===== src/rtl/phase_sequencer.sv =====
// Phase sequencer: generates the 3-bit instruction phase for the CPU Controller,
// with run / single-step / halt-resume control and a retired-instruction counter.
module phase_sequencer #(
  parameter int unsigned ICOUNT_W   = 16,
  parameter logic [2:0]  HALT_PHASE = 3'd4
) (
  input  logic                clk,
  input  logic                rst,
  input  logic                halt,
  input  logic                run,
  input  logic                step,
  input  logic                resume,
  output logic [2:0]          phase,
  output logic                running,
  output logic                halted,
  output logic                step_done,
  output logic [ICOUNT_W-1:0] instr_count
);

  typedef enum logic [1:0] {StIdle, StRun, StStep, StHalted} state_e;

  state_e              state_q, state_d;
  logic [2:0]          phase_q, phase_d;
  logic [ICOUNT_W-1:0] count_q, count_d;
  logic                prev_step_q, prev_step_d;
  // Latched "run was dropped": the current instruction finishes, then IDLE.
  logic                stop_q, stop_d;
  logic                step_done_q, step_done_d;
  logic                running_q, running_d;
  logic                halted_q, halted_d;
  logic                advance;
  logic                eff_step;

  // Next-state and registered-output logic.
  always_comb begin
    state_d     = state_q;
    phase_d     = phase_q;
    count_d     = count_q;
    prev_step_d = prev_step_q;
    stop_d      = stop_q;
    step_done_d = 1'b0;
    advance     = 1'b0;
    eff_step    = (state_q == StStep);

    unique case (state_q)
      StIdle: begin
        phase_d = 3'd0;
        stop_d  = 1'b0;
        if (run) begin
          state_d = StRun;
        end else if (step) begin
          state_d = StStep;
        end
      end
      StRun, StStep: begin
        if ((state_q == StRun) && !run) begin
          stop_d = 1'b1;
        end
        if (halt && (phase_q == HALT_PHASE)) begin
          state_d     = StHalted;
          prev_step_d = eff_step;
        end else begin
          advance = 1'b1;
        end
      end
      StHalted: begin
        if (resume) begin
          // Resume continues in the halted-from mode; phase_q == HALT_PHASE here.
          eff_step = prev_step_q;
          if (!prev_step_q && !run) begin
            stop_d = 1'b1;
          end
          advance = 1'b1;
        end
      end
      default: state_d = StIdle;
    endcase

    // Common phase advance; the 7->0 wrap retires the instruction.
    if (advance) begin
      phase_d = phase_q + 3'd1;
      state_d = eff_step ? StStep : StRun;
      if (phase_q == 3'd7) begin
        count_d = count_q + ICOUNT_W'(1);
        if (eff_step) begin
          state_d     = StIdle;
          step_done_d = 1'b1;
        end else if (stop_d) begin
          state_d = StIdle;
          stop_d  = 1'b0;
        end
      end
    end

    running_d = (state_d == StRun) || (state_d == StStep);
    halted_d  = (state_d == StHalted);
  end

  // State and output registers with synchronous active-high reset.
  always_ff @(posedge clk) begin
    if (rst) begin
      state_q     <= StIdle;
      phase_q     <= 3'd0;
      count_q     <= '0;
      prev_step_q <= 1'b0;
      stop_q      <= 1'b0;
      step_done_q <= 1'b0;
      running_q   <= 1'b0;
      halted_q    <= 1'b0;
    end else begin
      state_q     <= state_d;
      phase_q     <= phase_d;
      count_q     <= count_d;
      prev_step_q <= prev_step_d;
      stop_q      <= stop_d;
      step_done_q <= step_done_d;
      running_q   <= running_d;
      halted_q    <= halted_d;
    end
  end

  assign phase       = phase_q;
  assign running     = running_q;
  assign halted      = halted_q;
  assign step_done   = step_done_q;
  assign instr_count = count_q;

endmodule

===== config.mk =====
export PLATFORM = sky130hd
export DESIGN_NAME = phase_sequencer
export DESIGN_NICKNAME = d
export VERILOG_FILES = /design/src/rtl/phase_sequencer.sv
export SDC_FILE = /design/constraint.sdc
export NUM_CORES = 1
export LEC_CHECK = 0
export ABC_AREA = 1
export CORE_MARGIN = 4
export CORE_UTILIZATION = 30
export DETAILED_ROUTE_END_ITERATION = 10
export GPL_TIMING_DRIVEN = 0
export HOLD_SLACK_MARGIN = 0.1
export SLEW_MARGIN = 20
export SYNTH_ARGS = -nofsm -noshare
export SYNTH_HDL_FRONTEND = slang
export SYNTH_SLANG_ARGS = --single-unit

===== constraint.sdc =====
create_clock -name clk -period 2.2 [get_ports clk]
set_input_delay 0.55 -clock clk [delete_from_list [all_inputs] [get_ports clk]]
set_output_delay 0.55 -clock clk [all_outputs]
set_load 0.02 [all_outputs]

==> results.yml, run 1 <==
worst_setup_path:
  critPathMaxFanout: 10
  required_ns: 2.36
  cp_slowest_stage_delay_ns: 0.43
  path_cells: "inv_1 -> ha_1 -> nand2_1 -> nand2_2 -> nand3_4 -> inv_2 -> buf_4 -> nor2_1 -> ha_1 -> inv_1 -> nor2_1"
  cp_slowest_cell: "dfxtp_1"
  crit_path_end_kind: "flip-flop"
  path_class: "reg2reg"
  arrival_ns: 2.15
  start_kind: "flip-flop"
timing:
  relSlewSlack_pct: 70.5
  worst_slew_pin_slew_ns: 0.443
  fmax_mhz: 502
  fin_skew_ns: 0.00633
  tns_ns: 0
  grt_setup_unrepaired: "false"
  final-setup-viol-count: 0
  min_period_ns: 1.99
  slew_violations: 0
  final_hold_viol_count: 0
  fin_crit_sh_pct: 90.6
  hold_ws_ns: 0.510
logic_synthesis:
  yosys_warnings: 0
  syn_nets: 242
  ys_ff_latch: 26
  netlist_area_um2: 1530
  ys_top_cells_by_area: "dfxtp_1, nand2_1, ha_1, nor2_1, a21oi_1"
  syn_area_per_cell_um2: 6.81
  synth_cells: 225
  ys_types: 23
  synth_top_area_share_pct: 34.0
  ys_seq_area_share_pct: 34.0
  yosysTopAreaCell: "dfxtp_1"
grt:
  track_usage_pct: 11.3
  grt_first_pass_wirelength_mm: 5.75
  antenna_found_initial: 0
  grt_pass1_vias: 1281
  grt_max_degree: 16
  grt-ovfl-total: 0
route:
  drt-initial-drc-count: 53
  wire_per_inst_um: 10.2
  first_pass_iters: 4
  vias: 1389
  via_per_inst: 4.31
  wl_mm: 3.27
  ant_nets: 0
  drc_errors: 0
power_and_ir_drop:
  worst_ir_drop_vdd_mv: 0.582
  power_frac_comb_pct: 35.4
  p_sw_uw: 521
  powerDensity_nw_per_um2: 757
  seqPwrFrac_pct: 37.2
  p_sw_share_pct: 35.4
  p_int_uw: 952
  p_leak_nw: 0.802
  p_clk_share_pct: 27.5
die:
  core_um2: 4850
  die_w_um: 79.5
  initial_core_util_pct: 31.6
  io_pins: 28
  rows: 25
  die_y_um: 79.5
  die_area_um2: 6310
clock_tree:
  tritoncts: "built"
  ctsHoldBuffers: 0
  clockBufferDepth: 2
  worstSkewPairLatency_ns: 0.28
  cts_setup_buffers: 0
  clkTransAtPathRegs_ns: 0.09
  cts-htree-levels: 1
  cts_buffers: 3
  cts_root_buf: "clkbuf_8"
  postCtsResizedCells: 0
  cts_sinks: 26
final_layout:
  layout.cells.non_filler: 322
  final_util_pct: 40.2
  area_delta_synth_final_pct: 27.1
  final_common_cell: "nand2_1"
  insertedDiodeCount: 0
  final_net_count: 273
  layout_common_cells: "nand2_1, nor2_1, dfxtp_1, clkdlybuf4s50_1, inv_1"
  drive_gt1_share_pct: 10.6
placed_design:
  hpwlAfterDp_mm: 2.56
  dpl.cell_count: 318
  numPortBuffers: 26
  gp_congestion: 0.801
flow_run:
  maxCapViolCount: 0
outcome:
  status: "complete, no violations"
hold_path:
  worstHoldPathType: "reg2reg"
## state kept, by name, summed over array words and instances, names as in the netlist
signal and cells:
phase 3, state_q 2, prev_step_q 1, stop_q 1, halted 1, instr_count 16
running 1, step_done 1
## stage by stage
stage / setup WS [ns] / instance area [um^2] / power (mW)
2_1_floorplan: 0.415 / 1530 / 0.946
5_1_grt: 0.0476 / 1950 / 1.60
6_report: 0.208 / 1950 / 1.47
3_5_place_dp: -0.0353 / 1880 / 1.08
4_1_cts: 0.186 / 1950 / 1.49
3_3_place_gp: -0.0365 / 1880 / 1.08
## metal layers
metal | up-vias | share of wire, % | GRT usage, %
met5 | - | 0 | 0
met4 | 0 | 1.7 | 4.12
met3 | 5 | 4.0 | 1.92
met2 | 22 | 42 | 17.4
met1 | 600 | 52 | 15.6
li1 | 762 | - | -
## kinds of logic (layout without fill, tap and decap cells)
kind of cell               Yosys count  count (layout)  share of synthesized area (%)
and+or+nand+nor                    125             125                           37.1
buffers and inverters               33              63                           8.91
DFF                                 26              26                           34.0
AOI/OAI and AO/OA                   25              25                           8.17
adders and majority gates           11              11                           8.99
xor gates and xnor gates             5               5                           2.86
## power groups by stage
stage | sequential (mW) | clock [mW] | combinational [mW]
2_1_floorplan | 0.577 | 0 | 0.369
3_3_place_gp | 0.557 | 0 | 0.519
3_5_place_dp | 0.558 | 0 | 0.522
4_1_cts | 0.547 | 0.414 | 0.529
5_1_grt | 0.555 | 0.437 | 0.607
6_report | 0.547 | 0.404 | 0.521
## critical path, delay by kind of cell (launching register included)
kind / cells / cell delay [ns]
buffers and inverters: 4 / 0.43
adder cells (fa/ha/maj): 2 / 0.62
AND/OR/NAND/NOR: 5 / 0.38
flip-flops: 1 / 0.43
## Yosys cell counts
cell,instances
clkbuf_1,2
o21ai_1,1
nand3_1,14
nand2_4,1
o21ai_0,5
dfxtp_1,26
buf_2,1
nand2_2,6
nor3_1,3
inv_2,3
nor2_1,31
nand3_4,1
buf_4,3
xnor2_1,1
nand2_1,60
a21oi_1,19
xor2_1,4
nand4_1,1
ha_1,11
inv_1,24
nor2_2,4
nand3_2,1
nor2_4,3
## final timing paths
path | startpoint | slack, ns | cells after the start | to
hold / removal | phase[2]$_SDFFE_PP0P_ | 0.51 | 2 | phase[2]$_SDFFE_PP0P_
setup / recovery | state_q[0]$_SDFF_PP0_ | 0.21 | 11 | running$_SDFF_PP0_
setup reg to reg | state_q[0]$_SDFF_PP0_ | 0.21 | 11 | running$_SDFF_PP0_
hold reg to reg | phase[2]$_SDFFE_PP0P_ | 0.51 | 2 | phase[2]$_SDFFE_PP0P_
## layout make-up
cell class,instances,area [um^2]
clock buffers,3,41.3
clock inverters,1,30.0
flip-flops and latches,26,520
fillers,508,2900
well taps,67,83.8
inverters,27,101
repair buffers,26,260
multi-input cells,166,875
plain buffers,6,35.0
No activity file was read; power rests on OpenSTA's default activity.
==> inputs of run 2 (changes only) <==
- CTS_CLUSTER_DIAMETER: unset -> 50
- SLEW_MARGIN: 20 -> 25
==> results of run 2 <==
No change in the layout: final DEF, timing and power equal those of run 1.
==> inputs of run 3 (changes only) <==
- CTS_BUF_LIST: unset -> sky130_fd_sc_hd__clkbuf_4 sky130_fd_sc_hd__clkbuf_8
==> results of run 3 <==
No change in the layout: final DEF, timing and power equal those of run 1.
==> RTL edit (config.mk and constraints of run 2) <==
Add an input register stage for `halt`, `run`, `step` and `resume`, cleared by the reset; this delays them by one clock.
--- a/src/rtl/phase_sequencer.sv
+++ b/src/rtl/phase_sequencer.sv
@@ -19,4 +19,23 @@
 
   typedef enum logic [1:0] {StIdle, StRun, StStep, StHalted} state_e;
+
+  logic halt_q;
+  logic run_q;
+  logic step_q;
+  logic resume_q;
+
+  always_ff @(posedge clk) begin
+    if (rst) begin
+      halt_q   <= '0;
+      run_q    <= '0;
+      step_q   <= '0;
+      resume_q <= '0;
+    end else begin
+      halt_q   <= halt;
+      run_q    <= run;
+      step_q   <= step;
+      resume_q <= resume;
+    end
+  end
 
   state_e              state_q, state_d;
@@ -47,15 +66,15 @@
         phase_d = 3'd0;
         stop_d  = 1'b0;
-        if (run) begin
+        if (run_q) begin
           state_d = StRun;
-        end else if (step) begin
+        end else if (step_q) begin
           state_d = StStep;
         end
       end
       StRun, StStep: begin
-        if ((state_q == StRun) && !run) begin
+        if ((state_q == StRun) && !run_q) begin
           stop_d = 1'b1;
         end
-        if (halt && (phase_q == HALT_PHASE)) begin
+        if (halt_q && (phase_q == HALT_PHASE)) begin
           state_d     = StHalted;
           prev_step_d = eff_step;
@@ -65,8 +84,8 @@
       end
       StHalted: begin
-        if (resume) begin
+        if (resume_q) begin
           // Resume continues in the halted-from mode; phase_q == HALT_PHASE here.
           eff_step = prev_step_q;
-          if (!prev_step_q && !run) begin
+          if (!prev_step_q && !run_q) begin
             stop_d = 1'b1;
           end
Formal check against the unedited RTL: not equivalent (a bounded check fails within 4 cycles, from zero or initial values and one cycle with rst high).
==> RTL edit against run 2 <==
  * Hold slack worse by 0.0080 ns
  * Power is 6.5% higher
  * Synthesized area up 6.0%
  * Design area rose by 6.6%
  * First-iteration DRC count is 26% higher
  * Count of clock-buffer cells in the layout grew 4
  * Sequential cell count rose by 4
  * Clock skew grew 0.0032 ns
  * Die area grew 5.4%
  * Critical path depth unchanged
  * Worst setup slack got worse by 0.015 ns
  * Routed wire length grew 13%
  * Critical path type unchanged
==> RTL edit: results (changes against run 2) <==
stage,metric,value,unit,change
run_status,status,completed,,unchanged
layout,final_layout_size_suffix_gt1_share,9.93,%,was 10.6%
global_route,grt_use_total,12.2,%,was 11.3%
clocking,path_clk_slew,0.07,ns,was 0.09 ns
yosys,ys_seq_area_share,37.0,%,was 34.0%
detailed_routing,wl_per_cell,10.8,um,was 10.2 um
setup_path,r2r_cells,11,,unchanged
clocking,root_buffer,clkbuf_8,,unchanged
yosys,yosys-top-cells-area,"dfxtp_1 37%, nand2_1 14%, ha_1 8.5%",,"was dfxtp_1 34%, nand2_1 15%, ha_1 9.0%"
timing,fin_worst_skew,0.00950,ns,was 0.00633 ns
yosys,synthArstFlopShare,0,%,unchanged
pwr,p_leak,0.866,nW,was 0.802 nW
timing,fin_tns_setup,0,ns,unchanged
clocking,cts_buffers,5,,was 3
detailed_routing,via_per_inst,4.39,,was 4.31
timing,fin_hold_ws,0.502,ns,was 0.510 ns
hold_path,holdCritPathClass,reg2reg,,unchanged
hold_path,min_to,phase[1],,was phase[2]
yosys,yosysWarnings,0,,unchanged
setup_path,reg2reg_to,running,,unchanged
detailed_routing,initialDrtViolationCount,67,,was 53
setup_path,cp_slowest_cell,dfxtp_1,,unchanged
pwr,peakVddDrop,0.000422,V,was 0.000582 V
global_route,grt_pass1_vias,1382,,was 1281
yosys,syn_nets,254,,was 242
placement,post-dp-hpwl,2750,um,was 2560 um
layout,nets,288,,was 273
global_route,grt_max_degree,11,,was 16
setup_path,r2r-start,state_q[1],,was state_q[0]
hold_path,hold_depth,2,,unchanged
setup_path,path_delay_family,adder cells,,unchanged
clocking,clock_latency,0.28,ns,about the same
detailed_routing,firstDrtPassIters,4,,unchanged
yosys,synthFlopType,dfxtp_1,,unchanged
layout,antennaDiodeCount,0,,unchanged
global_route,antenna_found_initial,0,,unchanged
layout,n_fill_cell,536,,was 508
hold_path,worstHoldStart,phase[1],,was phase[2]
placement,gp_congestion,0.813,,was 0.801
clocking,cts_buffer_depth,2,,unchanged
clocking,htreeDepth,2,,was 1
yosys,yosysUniqueCellTypes,25,,was 23
layout,largest_register_ff_count,16,,unchanged
placement,port_buffers,27,,was 26
global_route,grt_pass1_wl,6370,um,was 5750 um
yosys,synth_common_cells,"61 x nand2_1, 36 x nor2_1, 30 x dfxtp_1",,"was 60 x nand2_1, 31 x nor2_1, 26 x dfxtp_1"
setup_path,cp_max_fo,10,,unchanged
setup_path,ff2ff_setup_slack,0.19,ns,
pwr,swShare,35.2,%,was 35.4%
setup_path,crit_path_max_incr_delay,0.39,ns,was 0.43 ns
timing,tightest_slew,0.529,ns,was 0.443 ns
==> RTL edit: cell types whose count changed after synthesis, moves of 2 or more <==
cell,delta
buf_4,-2
dfxtp_1,+4
nand2_2,-3
nor2_1,+5
nor2_4,-2
nor2_2,+2
nand4_1,+2
==> RTL edit: power by group through the flow <==
stage | Clock, W | Combinational [W] | Sequential (W)
finish | 0.000463 | 0.000485 | 0.000620
global route | 0.000504 | 0.000569 | 0.000624
CTS | 0.000481 | 0.000488 | 0.000619
detailed placement | 0 | 0.000483 | 0.000631
global placement | 0 | 0.000477 | 0.000631
floorplan | 0 | 0.000343 | 0.000643
==> RTL edit: layout make-up <==
class | count | area share [%]
buffer | 5 | 1.45
clock buffer | 7 | 4.16
clock inverter | 1 | 0.241
inverter | 31 | 5.73
multi-input combinational | 171 | 42.2
sequential | 30 | 29.0
tap | 70 | 4.22
timing repair buffer | 27 | 13.0
==> RTL edit: routing by layer <==
metal  global-route usage, %  vias up  wire [um]
li1                        -      806          -
met1                    15.2      668       1800
met2                    20.3       26       1730
met3                    3.29        2        121
met4                    3.99        0         36
met5                       0        -          0
==> RTL edit: how the worst max path moves through the flow <==
| stage | start | to | slack, ns | depth (start not counted) |
|---|---|---|---|---|
| 2_1_floorplan | phase[0] | running | 0.36 | 12 |
| 3_3_place_gp | rst | halt_q | 0.04 | 4 |
| 3_5_place_dp | rst | halt_q | 0.02 | 4 |
| 4_1_cts | state_q[0] | running | 0.16 | 11 |
| 5_1_grt | state_q[1] | running | 0.02 | 11 |
| 6_report | state_q[1] | running | 0.19 | 11 |
==> RTL edit: metrics by stage <==
| step | instance area (sq um) | instances | utilization (%) | setup WS [ns] | total power, W |
|---|---|---|---|---|---|
| after floorplan | 1620 | 237 | - | 0.361 | 0.000987 |
| after global placement | 1980 | 334 | 38.3 | 0.0411 | 0.00111 |
| after detailed placement | 1980 | 334 | 38.3 | 0.0179 | 0.00111 |
| after CTS | 2070 | 342 | 40.1 | 0.155 | 0.00159 |
| after global routing | 2070 | 342 | 40.1 | 0.0199 | 0.00170 |
| final | 2070 | 342 | 40.1 | 0.193 | 0.00157 |
==> RTL edit: kinds of logic after synthesis <==
logic type      synth area share (%)
buf+inv                         9.17
simple gates                    35.4
compound gates                  7.86
xor+xnor                        2.16
flops                           37.0
fa+ha+maj                       8.47
==> RTL edit: what timing repair did <==
item / 4_1_cts / 5_1_grt
setup endpoints to repair: 0 / 1
gates resized for setup: 0 / 1
buffers inserted: 0 / 0
==> RTL edit: worst reg2reg max path: cells and delay by family, from the launching register on <==
| family | cells | cell delay [ns] |
|---|---|---|
| flops | 1 | 0.39 |
| fa+ha+maj | 2 | 0.62 |
| buf+inv | 3 | 0.38 |
| simple gates | 6 | 0.49 |
